[src/rtl/mod_6_counter_struct.sv]
// Modulo-6 counter with structural (bit-equation) next-state logic and self-correction from 6/7.
// Optional up/down direction input compiled in with `define MOD6_COUNTER_UPDOWN_EN.
module mod_6_counter_struct #(
    parameter logic [2:0] INIT_VALUE = 3'd0
) (
    input  logic       clk,
    input  logic       rst,
    input  logic       en,
`ifdef MOD6_COUNTER_UPDOWN_EN
    input  logic       up,
`endif
    output logic [2:0] q,
    output logic       tc
);

    // Out-of-range reset values collapse to 0 so reset always lands in a legal state.
    localparam logic [2:0] INIT_EFF = (INIT_VALUE > 3'd5) ? 3'd0 : INIT_VALUE;

    logic [2:0] q_q;
    logic [2:0] q_d;
    logic       dir;
    logic       illegal;
    logic       is_zero;
    logic       is_five;
    logic       is_three;
    logic       is_four;
    logic [2:0] step_up;
    logic [2:0] step_dn;
    logic [2:0] step;

`ifdef MOD6_COUNTER_UPDOWN_EN
    assign dir = up;
`else
    assign dir = 1'b1;
`endif

    // State decodes
    assign illegal  =  q_q[2] &  q_q[1];
    assign is_zero  = ~q_q[2] & ~q_q[1] & ~q_q[0];
    assign is_three = ~q_q[2] &  q_q[1] &  q_q[0];
    assign is_four  =  q_q[2] & ~q_q[1] & ~q_q[0];
    assign is_five  =  q_q[2] & ~q_q[1] &  q_q[0];

    // Up sequence 0..5,0 ; 6/7 -> 0
    assign step_up[0] = ~q_q[0] & ~illegal;
    assign step_up[1] = ~q_q[2] & (q_q[1] ^ q_q[0]);
    assign step_up[2] = is_three | is_four;

    // Down sequence 5..0,5 ; 6/7 -> 0
    assign step_dn[0] = ~q_q[0] & ~illegal;
    assign step_dn[1] = is_three | is_four;
    assign step_dn[2] = is_zero | is_five;

    assign step[0] = (dir & step_up[0]) | (~dir & step_dn[0]);
    assign step[1] = (dir & step_up[1]) | (~dir & step_dn[1]);
    assign step[2] = (dir & step_up[2]) | (~dir & step_dn[2]);

    // Hold path is also gated by illegal so 6/7 clear even with en=0.
    assign q_d[0] = (en & step[0]) | (~en & q_q[0] & ~illegal);
    assign q_d[1] = (en & step[1]) | (~en & q_q[1] & ~illegal);
    assign q_d[2] = (en & step[2]) | (~en & q_q[2] & ~illegal);

    always_ff @(posedge clk) begin
        if (rst) begin
            q_q <= INIT_EFF;
        end else begin
            q_q <= q_d;
        end
    end

    assign q  = q_q;
    assign tc = en & ((dir & is_five) | (~dir & is_zero));

endmodule

[config.mk]
export PLATFORM = sky130hd
export DESIGN_NAME = mod_6_counter_struct
export DESIGN_NICKNAME = d
export VERILOG_FILES = /design/src/rtl/mod_6_counter_struct.sv
export SDC_FILE = /design/constraint.sdc
export NUM_CORES = 1
export LEC_CHECK = 0
export BUFFER_PORTS_ARGS = -buffer_cell sky130_fd_sc_hd__buf_2
export CAP_MARGIN = 20
export CORE_AREA = 2 2 39 41
export CTS_CLUSTER_SIZE = 30
export DETAILED_ROUTE_END_ITERATION = 10
export DIE_AREA = 0 0 41 43
export HOLD_SLACK_MARGIN = 0.03
export PLACE_DENSITY = 0.36
export SYNTH_ARGS = -nofsm -noshare
export SYNTH_HDL_FRONTEND = slang
export SYNTH_SLANG_ARGS = --single-unit
[constraint.sdc]
create_clock -name clk -period 0.8 [get_ports clk]
set_input_delay 0.16 -clock clk [delete_from_list [all_inputs] [get_ports clk]]
set_output_delay 0.16 -clock clk [all_outputs]
set_load 0.005 [all_outputs]
=== Word level (Yosys, flattened, before mapping) ===
Cells that the tools add are included.

* Flip-flop bits (word level): 3
* Output and inout port bits: 4
* Logic and storage cells: 29

* Bitwise gates (word level): 28

{| class="wikitable"
|+ Operator list
! cell !! count
|-
| AND 1 bit || 18
|-
| inverter 1 bit || 5
|-
| bitwise OR 1 bit || 4
|-
| XOR 1 bit || 1
|}

=== Longest topological paths before layout ===
* Word-level depth: 6
* Gate-level depth with buffers: 3
* Mapped depth without buffers: 3

=== Worst setup path before layout ===
No wires, ideal clock.

* Path type: register to output
* Start: register q_q[0] (netlist: q[0])
* End: output tc
* Arrival time: 0.680 ns
* Setup slack: -0.040 ns
* Cell stages (with the launch flop): 3
* Buffers on the path: 0
* Path through: dfxtp_1 > nand2_2 > nor3b_1

* Cells in the longest elaborated chain, start to end: 2

{| class="wikitable"
|+ Ends and longest elaborated chain
! element !! line !! text
|-
| start, declared || 19 || <nowiki>logic [2:0] q_q;</nowiki>
|-
| start signal, assigned || 67 || <nowiki>q_q <= q_d;</nowiki>
|-
| AND 1 bit || 42 || <nowiki>assign is_five = q_q[2] & ~q_q[1] & q_q[0];</nowiki>
|-
| AND 1 bit || 72 || <nowiki>assign tc = en & ((dir & is_five) | (~dir & is_zero));</nowiki>
|-
| end, declared || 13 || <nowiki>output logic tc</nowiki>
|}

No other way between the ends.

=== Worst setup path in the final report ===
* Start: register q_q[0] (netlist: q[0])
* End: output q[0]

{| class="wikitable"
|+ RTL lines
! element !! line !! text
|-
| end, declared || 12 || <nowiki>output logic [2:0] q,</nowiki>
|}

No word-level cell between the ends.

==> metrics.txt <==
outcome complete, but fails checks; failing checks negative setup slack; post-DP HPWL approximately 300 µm; CP arrival roughly 0.9 ns; post-synthesis adder-cell area fraction 0%; final core occ 22.0%; largest cells by area after synthesis dfxtp_1 (46%), nor3b_1 (12%), nor3_2 (7.7%); Syn-to-layout area delta 134%; # clock sinks 3; startpoint types register; post-route worst setup slack -0.260 ns; Clk pin slew, worst setup/hold paths 0.04 ns; most frequent cells in the layout buf_4 (5), buf_2 (4), buf_6 (4); final setup TNS -0.989 ns; number of global-route vias before repair 166; Leak about 0.00013 µW; Final Setup Violations 7; hold_buf cts 0; final hold vios 0; fmax between 900 and 1000 MHz; Fill cells 162; grt ovf 0; Starting DRT DRC Count 0; Max Slew Vio Count 0; unrepaired setup endpoints after global routing yes; area of the multi-input gates 88.8 µm²; area fraction of the dominant cell type after synthesis 46.2%; Post-Synth XOR/XNOR Area just under 7%; pin count of the biggest net entering global routing 7; Seq cells post-synth 3; Slew @ Worst Pin roughly 0.17 ns; first-pass GRT wire length approximately 600 µm; Power Density between 1500 and 2000 nW/µm²; CTS tree done; max reg flops 3; Tmin final ~1.1 ns; CTS Root Buffer Type clkbuf_4; commonest non-fill, non-tap cell in the layout buf_4; DR DRC count 0; row count 14; Clock Skew about 0.00064 ns; initial antenna violation count 0; slew margin rel. between 80% and 90%; met3 routed wirelength between 50 and 60 µm; Core ar. 1380 µm²; via count 168; period utilisation layout 133%; Pwr Total approximately 520 µW; top layer reached by signal wires met3; Port-buffer cells 6; Crit Path Max Fanout 3; gr usage total slightly below 6%; post-synthesis simple-gate area fraction 39.4%; Initial Util under 10%; Synth Area in Compound Gates roughly 7.7%; height of the chip between 40 and 50 µm; Netlist Area Pre-Place about 130 µm²; Worst VDD drop just under 400 µV; Met1 Routed Length between 100 and 150 µm; antenna cells 0; final net count 34; clk buf depth 2; Post-Route WL approximately 430 µm; vias per cell between 3 and 4; multiplexer share of the synthesized area 0%; CP Capture Type output port; H-tree Lvls 1; Antenna Nets Post-Route 0; crit path kind reg2out; share of layout cells above drive strength 1 80.0%; io pins 7; total CTS buffers 3; Skew-Pair Late Insertion Delay ~0.23 ns; YS warnings 0; Avg Cell Area, Syn around 10 µm²; sequential area share after synthesis between 40 and 50%; synth unique cells 10; syn_nets 16; Sequential cell area ~66 µm²; max cap viols 0; largest family of logic cells by synthesized area simple AND/OR/NAND/NOR gates; CP Data Required Time ~0.64 ns; metal2 WL approximately 260 µm; Yosys top cell by area dfxtp_1; first-pass iteration count of the detailed router 1; wire per inst 9.43 µm; GP Congestion a little under 0.5; DIE AREA between 1500 and 2000 µm²; hold crit path type in2reg; Syn Inst Count 13; die width about 40 µm
-- repair_timing --
item                                    CTS  global route
setup buffers                             1             3
endpoints found under the setup margin    4             7
hold endpoints to repair                  0             0
resized for setup                         6             5
pin swaps                                 3             1
-- final timing paths --
check	end	from	cells past startpoint	slack [ns]
worst max-delay path	q[0]	q[0]$_SDFF_PP0_	3	-0.26
worst min-delay path	q[1]$_SDFF_PP0_	rst	2	0.14
worst max register to register	q[1]$_SDFF_PP0_	q[0]$_SDFF_PP0_	5	-0.22
worst min register to register	q[1]$_SDFF_PP0_	q[2]$_SDFF_PP0_	2	0.51
-- power by group --
part	total, µW	internal, µW	switching [µW]
sequential	173	160	12.4
combinational	90.6	58.2	32.4
clock	261	187	74.7
-- critical path, cell delays in order (launching register included) --
cell     delay, ns
dfxtp_2       0.32
buf_4         0.13
buf_6         0.11
buf_6         0.10
-- metrics by stage --
stage	std cells	area (µm²)	setup WS, ns	hold slack, ns
finish	46	304	-0.260	0.140
global placement	38	209	-0.0341	0.374
floorplan	13	136	0.0426	0.229
detailed placement	38	209	-0.0588	0.377
global route	46	304	-0.289	0.136
CTS	43	259	-0.275	0.119
-- kinds of logic after synthesis --
group and after synthesis:
AO/OA/AOI/OAI 2, flip-flops 3, XOR/XNOR 1, AND/OR/NAND/NOR 7
-- layout make-up --
type	instances	area share, %
tap	16	6.58
sequential	3	21.8
timing repair buffer	13	33.7
clock buffer	4	8.64
multi-input combinational	10	29.2
-- Yosys cell counts --
master	count
dfxtp_1	3
nor3b_1	2
a21oi_1	1
nand2_1	1
nand2_2	1
nand3b_1	1
nand4b_1	1
nor3_2	1
o21ai_0	1
xor2_1	1
-- per-layer routing --
layer	GRT usage (%)	vias to the layer above
li1	-	82
met1	4.79	79
met2	8.13	7
met3	3.14	0
met4	8.00	0
met5	0	-
No activity file was read; power rests on OpenSTA's default activity.
